===== src/rtl/imm_table_if.sv =====
// Load-immediate table bus: read request/select, runtime write port and
// the registered immediate returned to the register-file write mux.
interface imm_table_if #(
    parameter int DATA_W = 8,
    parameter int ADDR_W = 4
);
    logic              rd_req;
    logic [ADDR_W:0]   sel;
    logic              wr_en;
    logic [ADDR_W-1:0] wr_addr;
    logic [DATA_W-1:0] wr_data;
    logic              ready;
    logic [DATA_W-1:0] dat_out;
    logic              dat_valid;
    logic              wr_drop;

    modport master (
        output rd_req, sel, wr_en, wr_addr, wr_data,
        input  ready, dat_out, dat_valid, wr_drop
    );

    modport slave (
        input  rd_req, sel, wr_en, wr_addr, wr_data,
        output ready, dat_out, dat_valid, wr_drop
    );
endinterface


===== src/rtl/imm_table.sv =====
// Programmable immediate-constant table with post-reset default sweep.
// IMM_TABLE_SIGN_EXT_EN: sign-extend the direct immediate instead of zero-extend.
module imm_table #(
    parameter int DATA_W = 8,
    parameter int ADDR_W = 4
) (
    input  logic         Clk,
    input  logic         Reset,
    imm_table_if.slave   bus
);
    localparam int DEPTH = 2 ** ADDR_W;

    typedef enum logic {S_INIT, S_RUN} state_t;

    state_t            r_state;
    state_t            w_state_nxt;
    logic [ADDR_W-1:0] r_cnt;
    logic [DATA_W-1:0] r_tab [DEPTH];
    logic [DATA_W-1:0] r_dat_out;
    logic              r_dat_valid;
    logic              r_wr_drop;

    logic              w_run;
    logic              w_rd;
    logic              w_tsel;
    logic [ADDR_W-1:0] w_idx;
    logic [DATA_W-1:0] w_imm;
    logic [DATA_W-1:0] w_rd_val;

    function automatic logic [DATA_W-1:0] f_dflt(input logic [ADDR_W-1:0] a);
        logic [7:0] v;
        case (int'(a))
            0:       v = 8'hF1;
            1:       v = 8'h80;
            2:       v = 8'h81;
            3:       v = 8'hC8;
            4:       v = 8'h82;
            5:       v = 8'h26;
            6:       v = 8'hD7;
            7:       v = 8'h40;
            8:       v = 8'h00;
            9:       v = 8'hF5;
            10:      v = 8'h80;
            11:      v = 8'h4A;
            12:      v = 8'hF0;
            13:      v = 8'hF9;
            14:      v = 8'hFF;
            15:      v = 8'hF4;
            default: v = 8'h00;
        endcase
        return DATA_W'($signed(v));
    endfunction

    always_ff @(posedge Clk) begin
        if (Reset) begin
            r_state <= S_INIT;
            r_cnt   <= '0;
        end else begin
            r_state <= w_state_nxt;
            if (r_state == S_INIT)
                r_cnt <= r_cnt + ADDR_W'(1);
        end
    end

    always_comb begin
        w_state_nxt = r_state;
        unique case (r_state)
            S_INIT:  if (r_cnt == '1) w_state_nxt = S_RUN;
            default: w_state_nxt = r_state;
        endcase
    end

    assign w_run  = (r_state == S_RUN);
    assign w_rd   = w_run && bus.rd_req;
    assign w_tsel = bus.sel[ADDR_W];
    assign w_idx  = bus.sel[ADDR_W-1:0];

`ifdef IMM_TABLE_SIGN_EXT_EN
    assign w_imm = DATA_W'($signed(w_idx));
`else
    assign w_imm = DATA_W'(w_idx);
`endif

    // Write-first: a same-cycle write to the read address is forwarded.
    always_comb begin
        w_rd_val = w_imm;
        if (w_tsel) begin
            if (bus.wr_en && bus.wr_addr == w_idx)
                w_rd_val = bus.wr_data;
            else
                w_rd_val = r_tab[w_idx];
        end
    end

    always_ff @(posedge Clk) begin
        if (!Reset) begin
            if (r_state == S_INIT)
                r_tab[r_cnt] <= f_dflt(r_cnt);
            else if (bus.wr_en)
                r_tab[bus.wr_addr] <= bus.wr_data;
        end
    end

    always_ff @(posedge Clk) begin
        if (Reset) begin
            r_dat_out   <= '0;
            r_dat_valid <= 1'b0;
            r_wr_drop   <= 1'b0;
        end else begin
            r_dat_valid <= w_rd;
            r_wr_drop   <= !w_run && bus.wr_en;
            if (w_rd)
                r_dat_out <= w_rd_val;
        end
    end

    assign bus.ready     = w_run;
    assign bus.dat_out   = r_dat_out;
    assign bus.dat_valid = r_dat_valid;
    assign bus.wr_drop   = r_wr_drop;
endmodule

===== src/flat_wrapper.sv =====
// flat-port wrapper written by rule: the top's interface ports become plain ports
module imm_table_flat 
#(
    parameter int DATA_W = 8,
    parameter int ADDR_W = 4
)
  (Clk, Reset, bus_rd_req, bus_sel, bus_wr_en, bus_wr_addr, bus_wr_data, bus_ready, bus_dat_out, bus_dat_valid, bus_wr_drop);
  imm_table_if #(.DATA_W(DATA_W), .ADDR_W(ADDR_W)) bus_i ();
  input  logic Clk;
  input  logic Reset;
  input wire logic [$bits(bus_i.rd_req)-1:0] bus_rd_req;
  input wire logic [$bits(bus_i.sel)-1:0] bus_sel;
  input wire logic [$bits(bus_i.wr_en)-1:0] bus_wr_en;
  input wire logic [$bits(bus_i.wr_addr)-1:0] bus_wr_addr;
  input wire logic [$bits(bus_i.wr_data)-1:0] bus_wr_data;
  output wire logic [$bits(bus_i.ready)-1:0] bus_ready;
  output wire logic [$bits(bus_i.dat_out)-1:0] bus_dat_out;
  output wire logic [$bits(bus_i.dat_valid)-1:0] bus_dat_valid;
  output wire logic [$bits(bus_i.wr_drop)-1:0] bus_wr_drop;
  assign bus_i.rd_req = bus_rd_req;
  assign bus_i.sel = bus_sel;
  assign bus_i.wr_en = bus_wr_en;
  assign bus_i.wr_addr = bus_wr_addr;
  assign bus_i.wr_data = bus_wr_data;
  assign bus_ready = bus_i.ready;
  assign bus_dat_out = bus_i.dat_out;
  assign bus_dat_valid = bus_i.dat_valid;
  assign bus_wr_drop = bus_i.wr_drop;
  imm_table #(.DATA_W(DATA_W), .ADDR_W(ADDR_W)) u_core (.Clk(Clk), .Reset(Reset), .bus(bus_i));
endmodule

===== config.mk =====
export PLATFORM = sky130hd
export DESIGN_NAME = imm_table_flat
export DESIGN_NICKNAME = d
export VERILOG_FILES = /design/src/rtl/imm_table_if.sv /design/src/rtl/imm_table.sv /design/src/flat_wrapper.sv
export SDC_FILE = /design/constraint.sdc
export NUM_CORES = 1
export LEC_CHECK = 0
export CAP_MARGIN = 20
export CORE_ASPECT_RATIO = 1.5
export CORE_MARGIN = 2
export CORE_UTILIZATION = 36
export DETAILED_ROUTE_END_ITERATION = 10
export DONT_BUFFER_PORTS = 1
export PLACE_DENSITY_LB_ADDON = 0.05
export SLEW_MARGIN = 10
export SYNTH_ARGS = -nofsm -noshare
export SYNTH_HDL_FRONTEND = slang
export SYNTH_SLANG_ARGS = --single-unit

===== constraint.sdc =====
create_clock -name Clk -period 4.1 [get_ports Clk]
set_clock_uncertainty 0.15 [all_clocks]
set_input_delay 0.205 -clock Clk [delete_from_list [all_inputs] [get_ports Clk]]
set_output_delay 0.205 -clock Clk [all_outputs]
set_load 0.01 [all_outputs]

==> out/qor.yml, run 1 <==
drt_iter0_markers: 164
dr_total_vias: 3521
synth_top_flop_cell: "edfxtp_1"
final_hold_viol_count: 0
grt_setup_unrepaired: "false"
die-area_um2: 18910
start_kind: "flop"
peakVddDrop_v: 0.0002660
powerDensity_nw_per_um2: 492.5
path_class: "flop to flop"
yosys-top-cells-area: "edfxtp_1 (60%), dfxtp_1 (7.2%), mux4_2 (6.0%)"
tns_ns: 0
min_to: "u_core.bus.dat_out[7]$_SDFFE_PP0P_"
path_cells: "nand3b_1, buf_4, nor3b_1, a31oi_1, nor2_1"
synth_top_cell_by_area: "edfxtp_1"
max_stage_delay_ns: 0.70
ys_seq_area_share_pct: 67.16
drive_gt1_share_pct: 17.14
worst_slack_ns: 1.542
hold_depth: 3
netlist_instances: 402
leakagePower_nw: 2.397
crit_start: "u_core.bus.ready$_SDFF_PP0_"
first_pass_iters: 4
design_area_um2: 7278
dpl_cell_area_um2: 6548
antenna_cells: 0
cts.path.max_buffers: 2
routed_wl_mm: 16.16
synth_fp_nets: 428
met1_length_mm: 6.812
htreeDepth: 4
yosysMostFrequentCell: "edfxtp_1"
ff2ff_setup_slack_ns: 1.54
cts.repair.resized: 0
layout_min_cycle_time_ns: 2.558
wire_per_inst_um: 25.28
grt_max_degree: 46
grt.total_usage_pct: 18.00
die_y_um: 167.4
fill_cells: 1621
cts_tree: "done"
hp-start: "bus_wr_data[7]"
portBuffers: 0
gp_congestion: 0.7676
start_util_pct: 36.79
avgViaCountPerCell: 5.510
multi_input_area_um2: 1924
r2r-start: "u_core.bus.ready$_SDFF_PP0_"
hold_buffers: 12
grt_pass1_vias: 3661
total_power_mw: 3.585
antenna_found_initial: 0
final.period_utilization_pct: 62.38
syn_area_um2: 6409
coreArea_um2: 17420
synth.top_cell.area_share_pct: 59.98
highest-signal-layer: "met4"
ioPinCount: 32
grt_pass1_wl_mm: 24.23
setup_viol: 0
worst_pin_slew_ns: 0.8186
rr_endpoint: "u_core.r_tab[6][2]$_DFFE_PP_"
p_int_mw: 2.822
netlist_top_cells_count: "edfxtp_1 (128), nor2_1 (33), mux2i_1 (24)"
grt_overflow_total: 0
slew_headroom_pct: 45.23
power_switching_mw: 0.7626
crit_slowest_cell: "nor2_1"
maxSlewViolCount: 0
drc: 0
pwr-share-comb_pct: 6.3
status: "finished, final reports clean"
clk_latency_ns: 0.42
cts_buffers: 17
max_freq_ghz: 0.3910
dp_hpwl_mm: 10.96
switching_share_pct: 21.27
synth_cell_types: 49
nets: 440
seqPwrFrac_pct: 48.5
cap_violations: 0
required_ns: 3.99
synth-seq-cells: 151
syn_avg_cell_area_um2: 15.94
wl_met3_um: 674
path_max_fanout: 18
cp.arrival_ns: 2.45
hold_path_class: "input port to flop"
clock_sinks: 151
final-seq-area_um2: 4304
root_buffer: "clkbuf_16"
die_w_um: 112.9
post_cts_buffers: 0
rows: 59
yosysWarnings: 0
synth_edf_count: 128
end_kind: "flop"
syn_to_final_growth_pct: 13.57
async_reset_ff_share_pct: 0
fin_hold_ws_ns: 0.01274
clockPowerShare_pct: 45.2
place_ws_ns: 1.560
ant_nets: 0
routed-wl-met2_mm: 8.318
clkTransAtPathRegs_ns: 0.06
worstRegToRegCells: 5
sequential cells by signal (all words and copies together), names as in the netlist, named ones only:
signal and count:
u_core.bus.dat_valid 1, u_core.r_tab 128, u_core.bus.dat_out 8, u_core.bus.wr_drop 1, u_core.bus.ready 1, u_core.r_cnt 4
layout by cell type, fill, tap and decap left out, types with 11 or more instances in the layout:
master         instances
a21oi_1               11
dfxtp_1               23
edfxtp_1             128
mux4_2                17
nand2_1               19
mux2i_1               24
mux2_2                16
inv_1                 11
dlygate4sd3_1         12
nor2_1                33
clkbuf_16             17
critical path, delay by kind of cell (launching register included):
family / cells / cell delay, ns
buffers and inverters: 1 / 0.22
AOI/OAI and AO/OA: 1 / 0.14
and+or+nand+nor: 3 / 1.03
DFF: 1 / 0.63
cells by family after synthesis:
logic type,synth area share [%]
and+or+nand+nor,7.048
adders and majority gates,0.9762
muxes,15.40
buffers and inverters,2.811
DFF,67.16
xor gates and xnor gates,1.093
AOI/OAI and AO/OA,5.506
routing by layer:
layer | vias to the layer above | global-route usage [%]
met5 | - | 0
li1 | 1593 | -
met4 | 0 | 6.575
met3 | 23 | 3.836
met2 | 94 | 30.23
met1 | 1811 | 22.99
stage by stage:
step           util, %  instances
2_1_floorplan        -        402
3_3_place_gp     37.58        596
3_5_place_dp     37.58        596
4_1_cts          41.78        639
5_1_grt          41.78        639
6_report         41.78        639
worst max path at each step:
| stage | to | depth (start not counted) |
|---|---|---|
| after floorplan | u_core.r_tab[12][0]$_DFFE_PP_ | 5 |
| after global placement | u_core.r_tab[6][5]$_DFFE_PP_ | 5 |
| after detailed placement | u_core.r_tab[2][1]$_DFFE_PP_ | 5 |
| after CTS | u_core.r_tab[13][3]$_DFFE_PP_ | 5 |
| after global routing | u_core.r_tab[6][6]$_DFFE_PP_ | 5 |
| final | u_core.r_tab[6][2]$_DFFE_PP_ | 5 |
layout make-up:
| cell class | instances | area share (%) |
|---|---|---|
| sequential | 151 | 59.14 |
| inverter | 12 | 0.6189 |
| tap | 213 | 3.662 |
| multi-input combinational | 219 | 26.44 |
| clock inverter | 13 | 2.493 |
| timing repair buffer | 13 | 1.753 |
| clock buffer | 18 | 5.897 |
power groups by stage:
stage | sequential, mW | clock, mW | combinational, mW
6_report | 1.74 | 1.62 | 0.225
5_1_grt | 1.74 | 1.70 | 0.247
4_1_cts | 1.74 | 1.64 | 0.233
3_5_place_dp | 1.77 | 0 | 0.221
3_3_place_gp | 1.77 | 0 | 0.221
2_1_floorplan | 1.76 | 0 | 0.169
(Power assumes the default switching activity.)
==> inputs of run 2 (changes only) <==
ABC_AREA = 1   (was default)
clock period = 2.34 ns   (was 4.1 ns; I/O delays follow)
==> out/qor.yml, run 2 <==
max_stage_delay_ns: 0.56
htreeDepth: 4
required_ns: 2.49
coreArea_um2: 18550
clock_sinks: 151
die-area_um2: 20000
synth-simple-area-share_pct: 23.79
rows: 61
syn_avg_cell_area_um2: 9.659
hold_path_class: "input port to flop"
clk_latency_ns: 0.42
grt_pass1_wl_mm: 27.68
yosysWarnings: 0
synth_fp_nets: 729
antenna_found_initial: 0
worst_pin_slew_ns: 0.4932
grt_overflow_total: 0
layout_commonest_cell: "nand2_1"
synth-compound-area-share_pct: 2.893
start_util_pct: 36.61
routed_wl_mm: 18.27
synth_top_cell_by_area: "edfxtp_1"
grt.total_usage_pct: 19.57
netlist_top_cells_count: "nand2_1 (236), edfxtp_1 (128), nand3_1 (93)"
dr_total_vias: 4837
antenna_cells: 0
grt_setup_unrepaired: "false"
die_w_um: 116.1
grt_pass1_vias: 4877
root_buffer: "clkbuf_16"
drive_gt1_share_pct: 10.17
cts.path.max_buffers: 2
crit_slowest_cell: "dlygate4sd3_1"
yosysMostFrequentCell: "nand2_1"
syn_to_final_growth_pct: 17.21
ys_seq_area_share_pct: 63.39
yosys-top-cells-area: "edfxtp_1 (57%), nand2_1 (13%), nand3_1 (6.9%)"
start_kind: "input port"
ioPinCount: 32
synth.top_cell.area_share_pct: 56.61
first_pass_iters: 5
slew_headroom_pct: 67.08
powerDensity_nw_per_um2: 770.8
path_common_cell: "nor2_1"
max_freq_ghz: 0.4589
finish.utilization_pct: 42.91
final.period_utilization_pct: 93.12
die_y_um: 172.2
leakagePower_nw: 3.397
ant_nets: 0
drt_iter0_markers: 208
cts_buffers: 17
synth_top_family_by_area: "simple AND/OR/NAND/NOR gates"
synthXorXnorAreaFrac_pct: 0.1290
path_max_fanout: 34
end_kind: "flop"
synth-adder-area-share_pct: 0.9213
avgViaCountPerCell: 4.794
path_cells: "inv_6, o21ai_0, nor2_1, nand3_4, nor2_1, nor2_1, dlygate4sd3_1, nand2_1, dlygate4sd3_1, a21oi_1"
cts_tree: "done"
final_hold_viol_count: 0
peakVddDrop_v: 0.0003617
setup_viol: 0
synth-seq-cells: 151
dp_hpwl_mm: 12.24
muxShareOfSynthArea_pct: 1.327
cap_violations: 0
async_reset_ff_share_pct: 0
wire_per_inst_um: 18.11
netlist_instances: 703
synth_top_flop_cell: "edfxtp_1"
syn_area_um2: 6790
portBuffers: 0
status: "finished, final reports clean"
drc: 0
clkTransAtPathRegs_ns: 0.06
tns_ns: 0
gp_congestion: 0.8170
synth_cell_types: 30
largest_register_ffs: 128
path_class: "input port to flop"
layout_common_cells: "nand2_1 (236), edfxtp_1 (128), nand3_1 (93), inv_1 (85), nor2_1 (41)"
grt_max_degree: 67
top_register: "u_core.r_tab"
synth_edf_count: 128
cp.arrival_ns: 2.33
layout_min_cycle_time_ns: 2.179
nets: 770
maxSlewViolCount: 0
==> run 2: cells by family after synthesis <==
group,Yosys count
mux,8
xor+xnor,1
compound gates,36
flops,151
buf+inv,119
fa+ha+maj,5
simple gates,383
==> run 2: critical path, delay by kind of cell <==
| kind | cells | cell delay (ns) |
|---|---|---|
| compound gates | 2 | 0.19 |
| simple gates | 5 | 0.68 |
| buf+inv | 3 | 1.33 |
==> run 2: metrics by stage <==
| step | total power [mW] | instances | setup slack (ns) | area (um^2) | hold WS [ns] |
|---|---|---|---|---|---|
| after CTS | 6.188 | 1009 | 0.1015 | 7949 | 0.001910 |
| after floorplan | 3.395 | 703 | 0.2875 | 6790 | 0.1005 |
| after global placement | 3.545 | 949 | 0.2944 | 7104 | 0.04037 |
| final | 6.135 | 1009 | 0.1609 | 7959 | 0.009282 |
| after global routing | 6.345 | 1009 | 0.03068 | 7959 | 0.01528 |
| after detailed placement | 3.548 | 949 | 0.2774 | 7104 | 0.04380 |
==> run 2: what timing repair did <==
item,4_1_cts,5_1_grt
buffers inserted,0,0
hold buffers,28,0
resized for setup,0,2
endpoints found under the hold margin,13,0
setup endpoints to repair,0,1
==> run 2: routing by layer <==
layer	wire, um	up-vias	share of wire, %	track usage, %
met4	724	0	4.0	10.77
met2	9356	111	51	32.90
met5	0	-	0	0
li1	-	2373	-	-
met3	862	36	4.7	5.047
met1	7328	2317	40	22.60
==> run 2: layout make-up <==
type                    count  area (um^2)
well taps                 252        315.3
inverters                  91        349.1
repair buffers             50        445.4
fillers                  1765        10590
clock inverters            12        127.6
clock buffers              20        436.7
flip-flops and latches    151         4304
multi-input cells         433         1981
==> run 2: path summary, 6_finish.rpt <==
kind | startpoint | to | slack [ns] | cells past startpoint
setup reg to reg | u_core.bus.ready$_SDFF_PP0_ | u_core.r_tab[5][1]$_DFFE_PP_ | 0.27 | 7
setup / recovery | bus_sel[1] | u_core.bus.dat_out[3]$_SDFFE_PP0P_ | 0.16 | 10
hold / removal | bus_rd_req | u_core.bus.dat_out[7]$_SDFFE_PP0P_ | 0.009 | 4
hold reg to reg | u_core.bus.dat_out[5]$_SDFFE_PP0P_ | u_core.bus.dat_out[5]$_SDFFE_PP0P_ | 0.37 | 2
==> run 2: power breakdown <==
group          total, mW  switching [mW]  leakage (nW)  internal, mW
logic              0.490           0.350          1.82         0.140
registers           3.03          0.0160          1.31          3.01
clock network       2.62            1.05         0.264          1.56
